==> src/rtl/bar_collision_scorer.sv <==
// Bird/bar collision detector, pass scorer and game FSM for the bar generators.
// Optional best-score register is built only when HIGH_SCORE_EN is defined.
module bar_collision_scorer #(
   parameter int NUM_BARS  = 2,
   parameter int BIRD_X    = 160,
   parameter int BIRD_W    = 20,
   parameter int BIRD_H    = 20,
   parameter int BAR_W     = 40,
   parameter int GAP_HALF  = 60,
   parameter int FLOOR_Y   = 480,
   parameter int SCORE_MAX = 999
) (
   input  logic                    clk_25MHz,
   input  logic                    reset,
   input  logic                    game_start,
   input  logic                    restart,
   input  logic [9:0]              bird_y,
   input  logic [10*NUM_BARS-1:0]  x_bar_flat,
   input  logic [9*NUM_BARS-1:0]   y_gap_flat,
   input  logic [NUM_BARS-1:0]     wraps,
   output logic                    lose,
   output logic [9:0]              score,
   output logic [9:0]              high_score
);

   typedef enum logic [1:0] {S_IDLE, S_PLAY, S_DEAD} state_t;

   localparam logic signed [11:0] BX_LO = 12'(BIRD_X);
   localparam logic signed [11:0] BX_HI = 12'(BIRD_X + BIRD_W - 1);
   localparam logic signed [11:0] BAR_R = 12'(BAR_W - 1);
   localparam logic signed [11:0] GAP_H = 12'(GAP_HALF);
   localparam logic signed [11:0] GAP_T = 12'(GAP_HALF - 1);
   localparam logic signed [11:0] BH_M1 = 12'(BIRD_H - 1);
   localparam logic signed [11:0] BH    = 12'(BIRD_H);
   localparam logic signed [11:0] FLOOR = 12'(FLOOR_Y);

   state_t                state_q, state_d;
   logic [NUM_BARS-1:0]   hit1_d, hit1_p1_q;
   logic                  floor1_d, floor1_p1_q;
   logic                  hit_p2;
   logic [NUM_BARS-1:0]   passed_d, passed_q, pass;
   logic [9:0]            score_d, score_q;

   function automatic logic signed [11:0] ext10(input logic [9:0] v);
      return signed'({2'b00, v});
   endfunction

   function automatic logic bar_hit(input logic [9:0] x, input logic [8:0] g, input logic [9:0] by);
      logic signed [11:0] x_s, g_s, y_s, lo_s;
      logic               xov, out;
      x_s  = ext10(x);
      g_s  = signed'({3'b000, g});
      y_s  = ext10(by);
      lo_s = g_s - GAP_H;
      if (lo_s[11]) lo_s = '0;
      xov  = (x_s <= BX_HI) && (x_s + BAR_R >= BX_LO);
      out  = (y_s < lo_s) || (y_s + BH_M1 > g_s + GAP_T);
      return xov && out;
   endfunction

   function automatic logic [9:0] sat_add(input logic [9:0] a, input logic [NUM_BARS-1:0] p);
      logic [11:0] s;
      s = {2'b00, a};
      for (int i = 0; i < NUM_BARS; i++) s = s + {11'd0, p[i]};
      if (s > 12'(SCORE_MAX)) return 10'(SCORE_MAX);
      return s[9:0];
   endfunction

   always_comb begin
      state_d  = state_q;
      passed_d = passed_q;
      score_d  = score_q;
      pass     = '0;
      hit1_d   = '0;
      floor1_d = 1'b0;
      hit_p2   = (|hit1_p1_q) || floor1_p1_q;
      case (state_q)
         S_IDLE: if (game_start) state_d = S_PLAY;
         S_PLAY: begin
            // Stage 1 inputs, then pass detection; wraps beats a pass on the same bar
            for (int i = 0; i < NUM_BARS; i++) begin
               hit1_d[i] = bar_hit(x_bar_flat[10*i +: 10], y_gap_flat[9*i +: 9], bird_y);
               if (wraps[i]) begin
                  passed_d[i] = 1'b0;
               end else if ((ext10(x_bar_flat[10*i +: 10]) + BAR_R < BX_LO) && !passed_q[i]) begin
                  pass[i]     = 1'b1;
                  passed_d[i] = 1'b1;
               end
            end
            floor1_d = (ext10(bird_y) + BH > FLOOR);
            score_d  = sat_add(score_q, pass);
            if (hit_p2) state_d = S_DEAD;
         end
         S_DEAD: if (restart) begin
            state_d  = S_IDLE;
            score_d  = '0;
            passed_d = '0;
         end
         default: state_d = S_IDLE;
      endcase
   end

   // Stage 1 flags registered here; the state register acts as stage 2
   always_ff @(posedge clk_25MHz) begin
      if (reset) begin
         state_q     <= S_IDLE;
         hit1_p1_q   <= '0;
         floor1_p1_q <= 1'b0;
         passed_q    <= '0;
         score_q     <= '0;
      end else begin
         state_q     <= state_d;
         hit1_p1_q   <= hit1_d;
         floor1_p1_q <= floor1_d;
         passed_q    <= passed_d;
         score_q     <= score_d;
      end
   end

`ifdef HIGH_SCORE_EN
   logic [9:0] high_q;
   always_ff @(posedge clk_25MHz) begin
      if (reset) high_q <= '0;
      else if (state_q == S_DEAD && restart && score_q > high_q) high_q <= score_q;
   end
   assign high_score = high_q;
`else
   assign high_score = 10'd0;
`endif

   assign lose  = (state_q == S_DEAD);
   assign score = score_q;

endmodule

==> config.mk <==
export PLATFORM = sky130hd
export DESIGN_NAME = bar_collision_scorer
export DESIGN_NICKNAME = d
export VERILOG_FILES = /design/src/rtl/bar_collision_scorer.sv
export SDC_FILE = /design/constraint.sdc
export NUM_CORES = 1
export LEC_CHECK = 0
export ABC_CLOCK_PERIOD_IN_PS = 7650
export BUFFER_PORTS_ARGS = -buffer_cell sky130_fd_sc_hd__buf_2
export CORE_UTILIZATION = 58
export CTS_BUF_LIST = sky130_fd_sc_hd__clkbuf_16
export CTS_CLUSTER_SIZE = 10
export DETAILED_ROUTE_END_ITERATION = 12
export PLACE_DENSITY = 0.88
export SLEW_MARGIN = 20
export SYNTH_ARGS = -nofsm -noshare
export SYNTH_HDL_FRONTEND = slang
export SYNTH_SLANG_ARGS = --single-unit
export TNS_END_PERCENT = 10
==> constraint.sdc <==
create_clock -name clk_25MHz -period 7.65 [get_ports clk_25MHz]
set_input_delay 0.765 -clock clk_25MHz [delete_from_list [all_inputs] [get_ports clk_25MHz]]
set_output_delay 0.765 -clock clk_25MHz [all_outputs]
set_load 0.02 [all_outputs]
==> results.json <==
{
  "status": "complete, no violations",
  "post_cts_resized": 0,
  "clock-skew-final_ns": 0.00457,
  "grt_pass1_vias": 2571,
  "dpl.cell_count": 466,
  "drive_gt1_frac": 0.182,
  "drt_iter0_markers": 151,
  "synth_cell_types": 48,
  "power_leakage_nw": 1.44,
  "rsz0062_at_grt": "false",
  "critPathSlowestCell": "fa_1",
  "dr_wl_met2_microns": 3230,
  "start_kind": "input pin",
  "antenna_left": 0,
  "avgSynthCellArea_sq_um": 7.39,
  "final_cell_mix": "buf_2 (64), ha_1 (44), nand2_1 (35)",
  "cts_setup_buffers": 0,
  "cts_sinks": 17,
  "drc": 0,
  "synth_async_sr_flop_share": 0,
  "yosysWarnings": 0,
  "critPathCaptureType": "flip-flop",
  "clk_latency_ns": 0.25,
  "setup_tns_ns": 0,
  "crit_type": "in2reg",
  "synth_edf_count": 0,
  "wl_per_cell_microns": 13.7,
  "hold_viol": 0,
  "top_layer_used": "met4",
  "worst_path_largest_cell_delay_ns": 0.45,
  "seq_area_frac_synth": 0.127,
  "synth_top_area_share": 0.206,
  "grt_max_degree": 13,
  "synth_top_flop_cell": "dfxtp_1",
  "hpwl_microns": 5410,
  "synth_xor_area_frac": 0.0917,
  "vias": 2793,
  "path_delay_family": "simple AND/OR/NAND/NOR gates",
  "cp.required_ns": 7.80,
  "rows": 24,
  "met1_length_microns": 2720,
  "die_h_microns": 69.9,
  "wl_met3_microns": 372,
  "fmax_mhz": 274,
  "via_per_inst": 5.94,
  "initial_core_util": 0.610,
  "path_buf_inv": 2,
  "drv_cap": 0,
  "hp-class": "reg2reg",
  "path_cells": "buf_2, nor3_1, o21ai_0, or2_2, fa_1, inv_1, ha_1, and3_1, nand3_1, or3_4, a221oi_4, o41ai_1, a21o_1",
  "drv_slew": 0,
  "synth_top_family_by_area": "simple AND/OR/NAND/NOR gates",
  "netlist_area_sq_um": 2670,
  "ys_seq_elements": 17,
  "root_buffer": "clkbuf_16",
  "synthAdderAreaFrac": 0.213,
  "globalRouteTotalUtil": 0.268,
  "io_buffers": 64,
  "htreeDepth": 1,
  "dieArea_sq_um": 4890,
  "synthToLayoutAreaGrowth_pct": 14.2,
  "ctsHoldBuffers": 0,
  "grt_overflow": 0,
  "synthMuxAreaShare": 0.0112,
  "p_per_area_nw_per_um2": 112,
  "place.gp.congestion": 0.892,
  "coreArea_sq_um": 4380,
  "synth_compound_area_frac": 0.188,
  "slew_headroom": 0.552,
  "io_pins": 75,
  "cts_buffers": 3,
  "timing.final.crit_share": 0.477,
  "cp_max_fo": 8,
  "syn_inst": 362,
  "stdcell_count": 470,
  "antenna_found_initial": 0,
  "num_antenna_cells": 0,
  "cts.clk_slew.worst_paths_ns": 0.05,
  "ys_top_cells_by_area": "ha_1 (21%), dfxtp_1 (13%), nand2_1 (4.9%)",
  "first_pass_iters": 4,
  "setup_viol": 0,
  "final_common_cell": "buf_2",
  "cts_max_path_buffers": 2,
  "synth-simple-area-share": 0.300,
  "fin_crit_ns": 3.65,
  "critPathArrivalTime_ns": 3.79,
  "grt_pass1_wl_microns": 10900,
  "ir_worst_vdd_mv": 0.0542,
  "die_x_microns": 69.9,
  "final_nets": 518,
  "worstMarginPinSlew_ns": 0.664,
  "wirelength_microns": 6450,
  "cts_tree": "built",
  "yosysTopAreaCell": "ha_1"
}
-- layer usage --
layer	vias up	track usage
met1	1271	0.322
li1	1412	-
met4	0	0.0889
met2	98	0.489
met3	12	0.0332
met5	-	0
-- Yosys cell counts (2+ instances only) --
cell type	number
a211oi_1	4
a21o_1	8
a21oi_1	22
a31oi_1	3
and3_1	4
and3b_1	2
and4_1	3
buf_2	2
buf_4	10
clkbuf_1	9
dfxtp_1	17
ha_1	44
inv_1	16
mux2i_1	3
nand2_1	35
nand2b_1	11
nand3_1	13
nand4_1	12
nor2_1	22
nor2b_1	11
nor3_1	21
nor3b_1	2
nor4_1	3
nor4bb_1	2
o211ai_1	5
o21a_1	3
o21ai_0	18
o21ai_1	3
o22ai_1	2
o41ai_1	2
or2_2	6
or3_1	2
xnor2_1	15
xor2_1	13
-- state kept, by name, summed over array words and instances (netlist names) --
register,count
floor1_p1_q,1
hit1_p1_q,2
passed_q,2
score,10
state_q,2
-- power by group --
| group | internal [mW] | switching [mW] | leakage (nW) |
|---|---|---|---|
| Combinational | 0.0630 | 0.0828 | 1.26 |
| Sequential | 0.0899 | 0.000707 | 0.137 |
| Clock | 0.0700 | 0.0354 | 0.0409 |
-- through the flow --
stage	util	setup WS, ns	cell area, sq um	hold slack, ns	power [mW]
after floorplan	-	4.11	2710	0.407	0.194
after global placement	0.678	3.83	2970	0.416	0.229
after detailed placement	0.678	3.75	2970	0.423	0.237
after CTS	0.697	4.00	3050	0.430	0.343
after global routing	0.697	3.70	3050	0.454	0.365
final	0.697	4.00	3050	0.426	0.342
-- final timing paths --
| path | slack [ns] | cells after the start | start | end |
|---|---|---|---|---|
| setup / recovery | 4.00 | 13 | x_bar_flat[12] | score[4] |
| hold / removal | 0.43 | 1 | state_q[1] | state_q[0] |
| setup reg to reg | 4.31 | 12 | passed_q[1] | score[4] |
| hold reg to reg | 0.43 | 1 | state_q[1] | state_q[0] |
-- cell families after synthesis --
family                     count (synthesis)
AOI/OAI and AO/OA                         78
xor gates and xnor gates                  28
adders and majority gates                 45
buffers and inverters                     37
DFF                                       17
muxes                                      3
other                                      1
and+or+nand+nor                          153
-- final cells by class --
| type | count | area (sq um) |
|---|---|---|
| sequential | 17 | 340 |
| fill | 394 | 1330 |
| clock buffer | 3 | 75.1 |
| timing repair buffer | 64 | 320 |
| tap | 52 | 65.1 |
| multi-input combinational | 317 | 2190 |
| inverter | 16 | 60.1 |
| clock inverter | 1 | 5.00 |
Power figures use the tool's default switching activity.
